==> src/rtl/param_rr_stream_mux_pkg.sv <==
// Shared widths, the port-index type and a select-width helper for the stream mux.
package param_rr_stream_mux_pkg;

  localparam int unsigned PORT_IDX_W = 16;

  typedef logic [PORT_IDX_W-1:0] port_idx_t;

  // Width of a port index; at least one bit even for degenerate counts.
  function automatic int unsigned sel_width(input int unsigned n);
    return (n > 1) ? $clog2(n) : 1;
  endfunction

endpackage

==> src/rtl/param_rr_stream_mux_rr_arbiter.sv <==
// Round-robin arbiter: first requester at or above the priority pointer wins,
// pointer moves past the committed index.
module param_rr_stream_mux_rr_arbiter
  import param_rr_stream_mux_pkg::*;
#(
  parameter  int unsigned nports = 4,
  localparam int unsigned SW     = sel_width(nports)
) (
  input  logic              clk,
  input  logic              rst_n,
  input  logic [nports-1:0] req,
  input  logic              en,
  input  logic              commit,
  input  logic [SW-1:0]     commit_idx,
  output logic [nports-1:0] grant_c
);

  logic [SW-1:0] ptr_q, ptr_d;
  logic          found;
  int unsigned   idx;

  // Wrapping priority search starting at the pointer.
  always_comb begin
    grant_c = '0;
    found   = 1'b0;
    idx     = 0;
    for (int unsigned k = 0; k < nports; k++) begin
      idx = (32'(ptr_q) + k) % nports;
      if (en && !found && req[SW'(idx)]) begin
        grant_c[SW'(idx)] = 1'b1;
        found             = 1'b1;
      end
    end
  end

  // Pointer advances to the port after the one that just finished a packet.
  always_comb begin
    ptr_d = ptr_q;
    if (commit) begin
      ptr_d = (32'(commit_idx) == nports - 1) ? '0 : SW'(32'(commit_idx) + 1);
    end
  end

  // Pointer register.
  always_ff @(posedge clk or negedge rst_n) begin
    if (!rst_n) ptr_q <= '0;
    else        ptr_q <= ptr_d;
  end

endmodule

==> src/rtl/param_rr_stream_mux.sv <==
// N-to-1 val/rdy stream mux: round-robin or forced selection, optional packet
// lock, single registered output stage.
module param_rr_stream_mux
  import param_rr_stream_mux_pkg::*;
#(
  parameter  int unsigned nbits    = 32,
  parameter  int unsigned nports   = 4,
  parameter  int unsigned pkt_lock = 0,
  localparam int unsigned SW       = sel_width(nports)
) (
  input  logic                    clk,
  input  logic                    reset_n,
  input  logic [nports-1:0]       in_val,
  output logic [nports-1:0]       in_rdy,
  input  logic [nports*nbits-1:0] in_msg,
  input  logic [nports-1:0]       in_last,
  input  logic                    force_en,
  input  logic [SW-1:0]           force_sel,
  output logic                    out_val,
  input  logic                    out_rdy,
  output logic [nbits-1:0]        out_msg,
  output logic [SW-1:0]           out_src
);

  logic              out_val_q, out_val_d;
  logic [nbits-1:0]  out_msg_q, out_msg_d;
  logic [SW-1:0]     out_src_q, out_src_d;
  logic              lock_q, lock_d;
  logic [SW-1:0]     lock_idx_q, lock_idx_d;
  logic              lock_force_q, lock_force_d;

  logic              en;
  logic              force_ok;
  logic              is_forced;
  logic [nports-1:0] arb_grant_c;
  logic [nports-1:0] grant_raw;
  logic [nports-1:0] grant;
  logic              xfer;
  logic [SW-1:0]     xfer_idx;
  logic [nbits-1:0]  xfer_msg;
  logic              xfer_last;
  logic              pkt_end;
  logic              commit;

  assign en       = !out_val_q || out_rdy;
  assign force_ok = port_idx_t'(force_sel) < port_idx_t'(nports);

  param_rr_stream_mux_rr_arbiter #(.nports(nports)) u_arb (
    .clk        (clk),
    .rst_n      (reset_n),
    .req        (in_val),
    .en         (en && reset_n),
    .commit     (commit),
    .commit_idx (xfer_idx),
    .grant_c    (arb_grant_c)
  );

  // Grant source: an open packet owns the port, else force, else round robin.
  always_comb begin
    grant_raw = '0;
    is_forced = 1'b0;
    if (lock_q) begin
      grant_raw[lock_idx_q] = in_val[lock_idx_q];
      is_forced             = lock_force_q;
    end else if (force_en) begin
      is_forced = 1'b1;
      if (force_ok) grant_raw[force_sel] = in_val[force_sel];
    end else begin
      grant_raw = arb_grant_c;
    end
  end

  assign grant  = grant_raw & {nports{en && reset_n}};
  assign in_rdy = grant;
  assign xfer   = |grant;

  // Pick the granted port's payload and last flag.
  always_comb begin
    xfer_idx  = '0;
    xfer_msg  = '0;
    xfer_last = 1'b0;
    for (int unsigned i = 0; i < nports; i++) begin
      if (grant[i]) begin
        xfer_idx  = SW'(i);
        xfer_msg  = in_msg[i*nbits +: nbits];
        xfer_last = in_last[i];
      end
    end
  end

  assign pkt_end = (pkt_lock == 0) || xfer_last;
  assign commit  = xfer && pkt_end && !is_forced;

  // Output register refill/drain and packet lock tracking.
  always_comb begin
    out_val_d    = out_val_q;
    out_msg_d    = out_msg_q;
    out_src_d    = out_src_q;
    lock_d       = lock_q;
    lock_idx_d   = lock_idx_q;
    lock_force_d = lock_force_q;
    if (xfer) begin
      out_val_d = 1'b1;
      out_msg_d = xfer_msg;
      out_src_d = xfer_idx;
      if (pkt_lock != 0) begin
        lock_d       = !xfer_last;
        lock_idx_d   = xfer_idx;
        lock_force_d = is_forced;
      end
    end else if (out_rdy) begin
      out_val_d = 1'b0;
    end
  end

  // State registers.
  always_ff @(posedge clk or negedge reset_n) begin
    if (!reset_n) begin
      out_val_q    <= 1'b0;
      out_msg_q    <= '0;
      out_src_q    <= '0;
      lock_q       <= 1'b0;
      lock_idx_q   <= '0;
      lock_force_q <= 1'b0;
    end else begin
      out_val_q    <= out_val_d;
      out_msg_q    <= out_msg_d;
      out_src_q    <= out_src_d;
      lock_q       <= lock_d;
      lock_idx_q   <= lock_idx_d;
      lock_force_q <= lock_force_d;
    end
  end

  assign out_val = out_val_q;
  assign out_msg = out_msg_q;
  assign out_src = out_src_q;

endmodule

==> config.mk <==
export PLATFORM = sky130hd
export DESIGN_NAME = param_rr_stream_mux
export DESIGN_NICKNAME = d
export VERILOG_FILES = /design/src/rtl/param_rr_stream_mux_pkg.sv /design/src/rtl/param_rr_stream_mux_rr_arbiter.sv /design/src/rtl/param_rr_stream_mux.sv
export SDC_FILE = /design/constraint.sdc
export NUM_CORES = 1
export LEC_CHECK = 0
export ABC_AREA = 1
export CELL_PAD_IN_SITES_DETAIL_PLACEMENT = 0
export CELL_PAD_IN_SITES_GLOBAL_PLACEMENT = 1
export CORE_ASPECT_RATIO = 0.6
export CORE_UTILIZATION = 24
export CTS_CLUSTER_DIAMETER = 40
export DETAILED_ROUTE_END_ITERATION = 8
export GPL_TIMING_DRIVEN = 0
export PLACE_DENSITY_LB_ADDON = 0.1
export SETUP_SLACK_MARGIN = 0.1
export SYNTH_ARGS = -nofsm -noshare
export SYNTH_HDL_FRONTEND = slang
export SYNTH_HIERARCHICAL = 1
export SYNTH_SLANG_ARGS = --single-unit
==> constraint.sdc <==
create_clock -name clk -period 2.7 [get_ports clk]
set_input_delay 0.27 -clock clk [delete_from_list [all_inputs] [get_ports clk]]
set_output_delay 0.27 -clock clk [all_outputs]
set_load 0.01 [all_outputs]
==> results.toml <==
[routing]
first_pass_iters = 5
vias = 4301
drt-vias-per-instance = 4.39
top_layer = "met4"
wl_per_cell_um = 14.8
drcViolationCount = 0
met3WireLength_mm = 1.25
wl_met2_mm = 5.79
met1_length_mm = 7.42
drt_iter0_markers = 275
routed_wl_mm = 14.5
ant_nets = 0

[worst_setup_path]
r2r-end = "u_arb/ptr_q[1]"
r2r_start = "u_arb/ptr_q[1]"
setup.worst_path.end_class = "output port"
worstPathArrival_ns = 2.27
crit_fanout = 8
crit_path_end = "in_rdy[3]"
critPathKind = "reg2out"
worstSetupStartpoint = "u_arb/ptr_q[1]"
cp.required_ns = 2.43
ff2ff_path_depth = 20
worstSetupStartpointType = "register"
ff2ff_setup_slack_ns = 0.20

[job]
drv_cap = 0

[cts]
clk_latency_ns = 0.28
clock_sink_count = 37
clockRootBuffer = "clkbuf_16"
cts_tree = "built"
cts_buffers = 5
clock_path_buffers = 2
cts.reportedPaths.clkPinSlew_ns = 0.06
htreeDepth = 2

[placed_design]
port_buffers = 176
place_area_sq_mm = 0.00548
dp_cells = 939
hpwl_mm = 10.9
dp_worst_setup_slack_ns = -0.721
gp_congestion = 0.833

[synthesis]
synth_compound_gate_area_share = 0.0217
syn-cell-area_sq_mm = 0.00346
synth_top_family_by_area = "simple AND/OR/NAND/NOR gates"
ys_types = 26
yosys.area_share.adder = 0.0289
syn_inst = 570
synth-simple-area-share = 0.507
synth_seq_cells = 37
synth.avg_cell_area_sq_um = 6.07
synthesis.nets = 720
synth-xor-area-share = 0
synth_warnings = 6
muxShareOfSynthArea = 0
synth-seq-area-share = 0.267

[sta]
max_freq_mhz = 394
drv_slew = 0
worstMarginPinSlew_ns = 0.698
clock_skew_ns = 0.00211
period_needed_ns = 2.54
fin_crit_sh = 0.941
layout_setup_ws_ns = 0.161
hold_violations = 0
setup_violations = 0
rsz0062_at_grt = "true"
timing.slew.headroom = 0.533
setup_tns_ns = 0

[worst_hold_path]
hold_class = "in2async"

[die]
ios = 181
die_w_um = 157
die_h_um = 95.0
core_area_sq_mm = 0.0139
die_area_sq_mm = 0.0149
fp-row-count = 33
start_util = 0.250

[cells_and_area]
n_antenna_cell = 0
fin_area_sq_mm = 0.00610
area_growth_pct = 76.3
drive_gt1_frac = 0.171
num-nets-final = 937
stdcell_count = 980

[grt]
grt_max_degree = 24
grt_pass1_wl_mm = 21.9
antenna_found_initial = 0
grtUsageTotal = 0.196
gr-total-overflow = 0
grt_pass1_vias = 4161

[power]
ir_drop_v = 0.000303
power_density_mw_per_mm2 = 714
p_leak_nw = 3.08

[outcome]
status = "complete, no violations"
## registers in the layout (all words and copies together) (netlist names)
signal,cells
out_msg,32
out_src,2
u_arb/ptr_q,2
out_val,1
## worst min path at each step
| stage | from | endpoint | slack (ns) | cells after the start |
|---|---|---|---|---|
| CTS | reset_n | out_msg[24] | 0.05 | 3 |
| finish | reset_n | out_msg[24] | 0.05 | 3 |
| global route | reset_n | out_msg[24] | 0.05 | 3 |
| floorplan | reset_n | out_msg[0] | -0.03 | 0 |
| detailed placement | reset_n | out_msg[25] | 0.21 | 1 |
| global placement | out_src[1] | out_src[1] | 0.46 | 2 |
## synthesized netlist by cell type (all sizes together)
master / n / share of area
nand2: 197 / 0.23
nand3: 119 / 0.18
inv: 109 / 0.12
dfrtp: 37 / 0.27
nand4: 24 / 0.043
buf: 23 / 0.047
nor2: 15 / 0.033
o21ai: 14 / 0.020
or2: 12 / 0.022
ha: 8 / 0.029
clkbuf: 7 / 0.0076
clkinv: 2 / 0.0022
a21oi: 1 / 0.0014
and2: 1 / 0.0025
nor3: 1 / 0.0014
## layout make-up
cell class | instances | area, sq um
fill | 1508 | 7770
timing repair buffer | 210 | 2050
multi-input combinational | 392 | 2050
sequential | 37 | 928
inverter | 111 | 425
buffer | 30 | 256
tap | 192 | 240
clock buffer | 7 | 153
clock inverter | 1 | 5.00
## layer usage
| metal | track usage | vias up |
|---|---|---|
| li1 | - | 2200 |
| met1 | 0.288 | 1935 |
| met2 | 0.287 | 162 |
| met3 | 0.0568 | 4 |
| met4 | 0.0235 | 0 |
| met5 | 0 | - |
## logic make-up after synthesis
group                    after synthesis
buffers and inverters                141
AO/OA/AOI/OAI                         15
adder cells (fa/ha/maj)                8
AND/OR/NAND/NOR                      369
flip-flops                            37
## power by group
part           total (W)  internal [W]  switching [W]
clock network   0.000644      0.000392       0.000252
logic            0.00269       0.00134        0.00135
registers        0.00102      0.000840       0.000179
## timing repair
action / in CTS / in global routing
cloned: 1 / 2
hold buffers: 2 / 0
buffers inserted: 20 / 10
pin swaps: 12 / 9
endpoints found under the hold margin: 14 / 0
gates resized for setup: 47 / 38
endpoints found under the setup margin: 41 / 27
## stage by stage
stage                     hold slack [ns]   util  total power, W
after floorplan                   -0.0256      -         0.00225
after global placement              0.460  0.394         0.00334
after CTS                          0.0477  0.429         0.00428
after global routing               0.0487  0.440         0.00470
final                              0.0500  0.440         0.00436
after detailed placement            0.212  0.395         0.00337
## worst max-delay path: stages (launching register included)
cell and delay [ns]:
dfrtp_2 0.43, inv_4 0.08, ha_4 0.21, inv_2 0.07, nand3_4 0.07, nand2_2 0.06, inv_2 0.05, nor2_8 0.16
nand3_1 0.10, nand3_2 0.09, nand2_2 0.06, nand2_1 0.09, nand2_2 0.10, buf_6 0.14, inv_2 0.05, buf_6 0.10
buf_2 0.12
## placed cells by master, fill, tap and decap left out, types with 2 or more instances in the layout
cell type / synthesis / final
clkbuf_16: 0 / 6
buf_6: 6 / 18
inv_1: 103 / 97
nand2_2: 9 / 14
clkbuf_8: 0 / 3
or2_2: 5 / 5
nand3_1: 116 / 109
buf_2: 13 / 9
nand4_1: 24 / 24
nor2_4: 2 / 7
o21ai_1: 9 / 9
nor2_8: 2 / 2
inv_2: 6 / 9
nand2_4: 4 / 6
o21ai_0: 5 / 5
clkbuf_2: 0 / 4
buf_4: 4 / 30
nor2_2: 4 / 2
dfrtp_1: 37 / 35
nand3_2: 3 / 9
inv_4: 0 / 2
clkbuf_1: 7 / 3
or2_0: 7 / 7
dfrtp_2: 0 / 2
nand2_1: 184 / 177
clkdlybuf4s50_1: 0 / 171
nor2_1: 7 / 4
ha_1: 8 / 7
buf_12: 0 / 2
clkinv_1: 2 / 2
(Power assumes the default switching activity.)
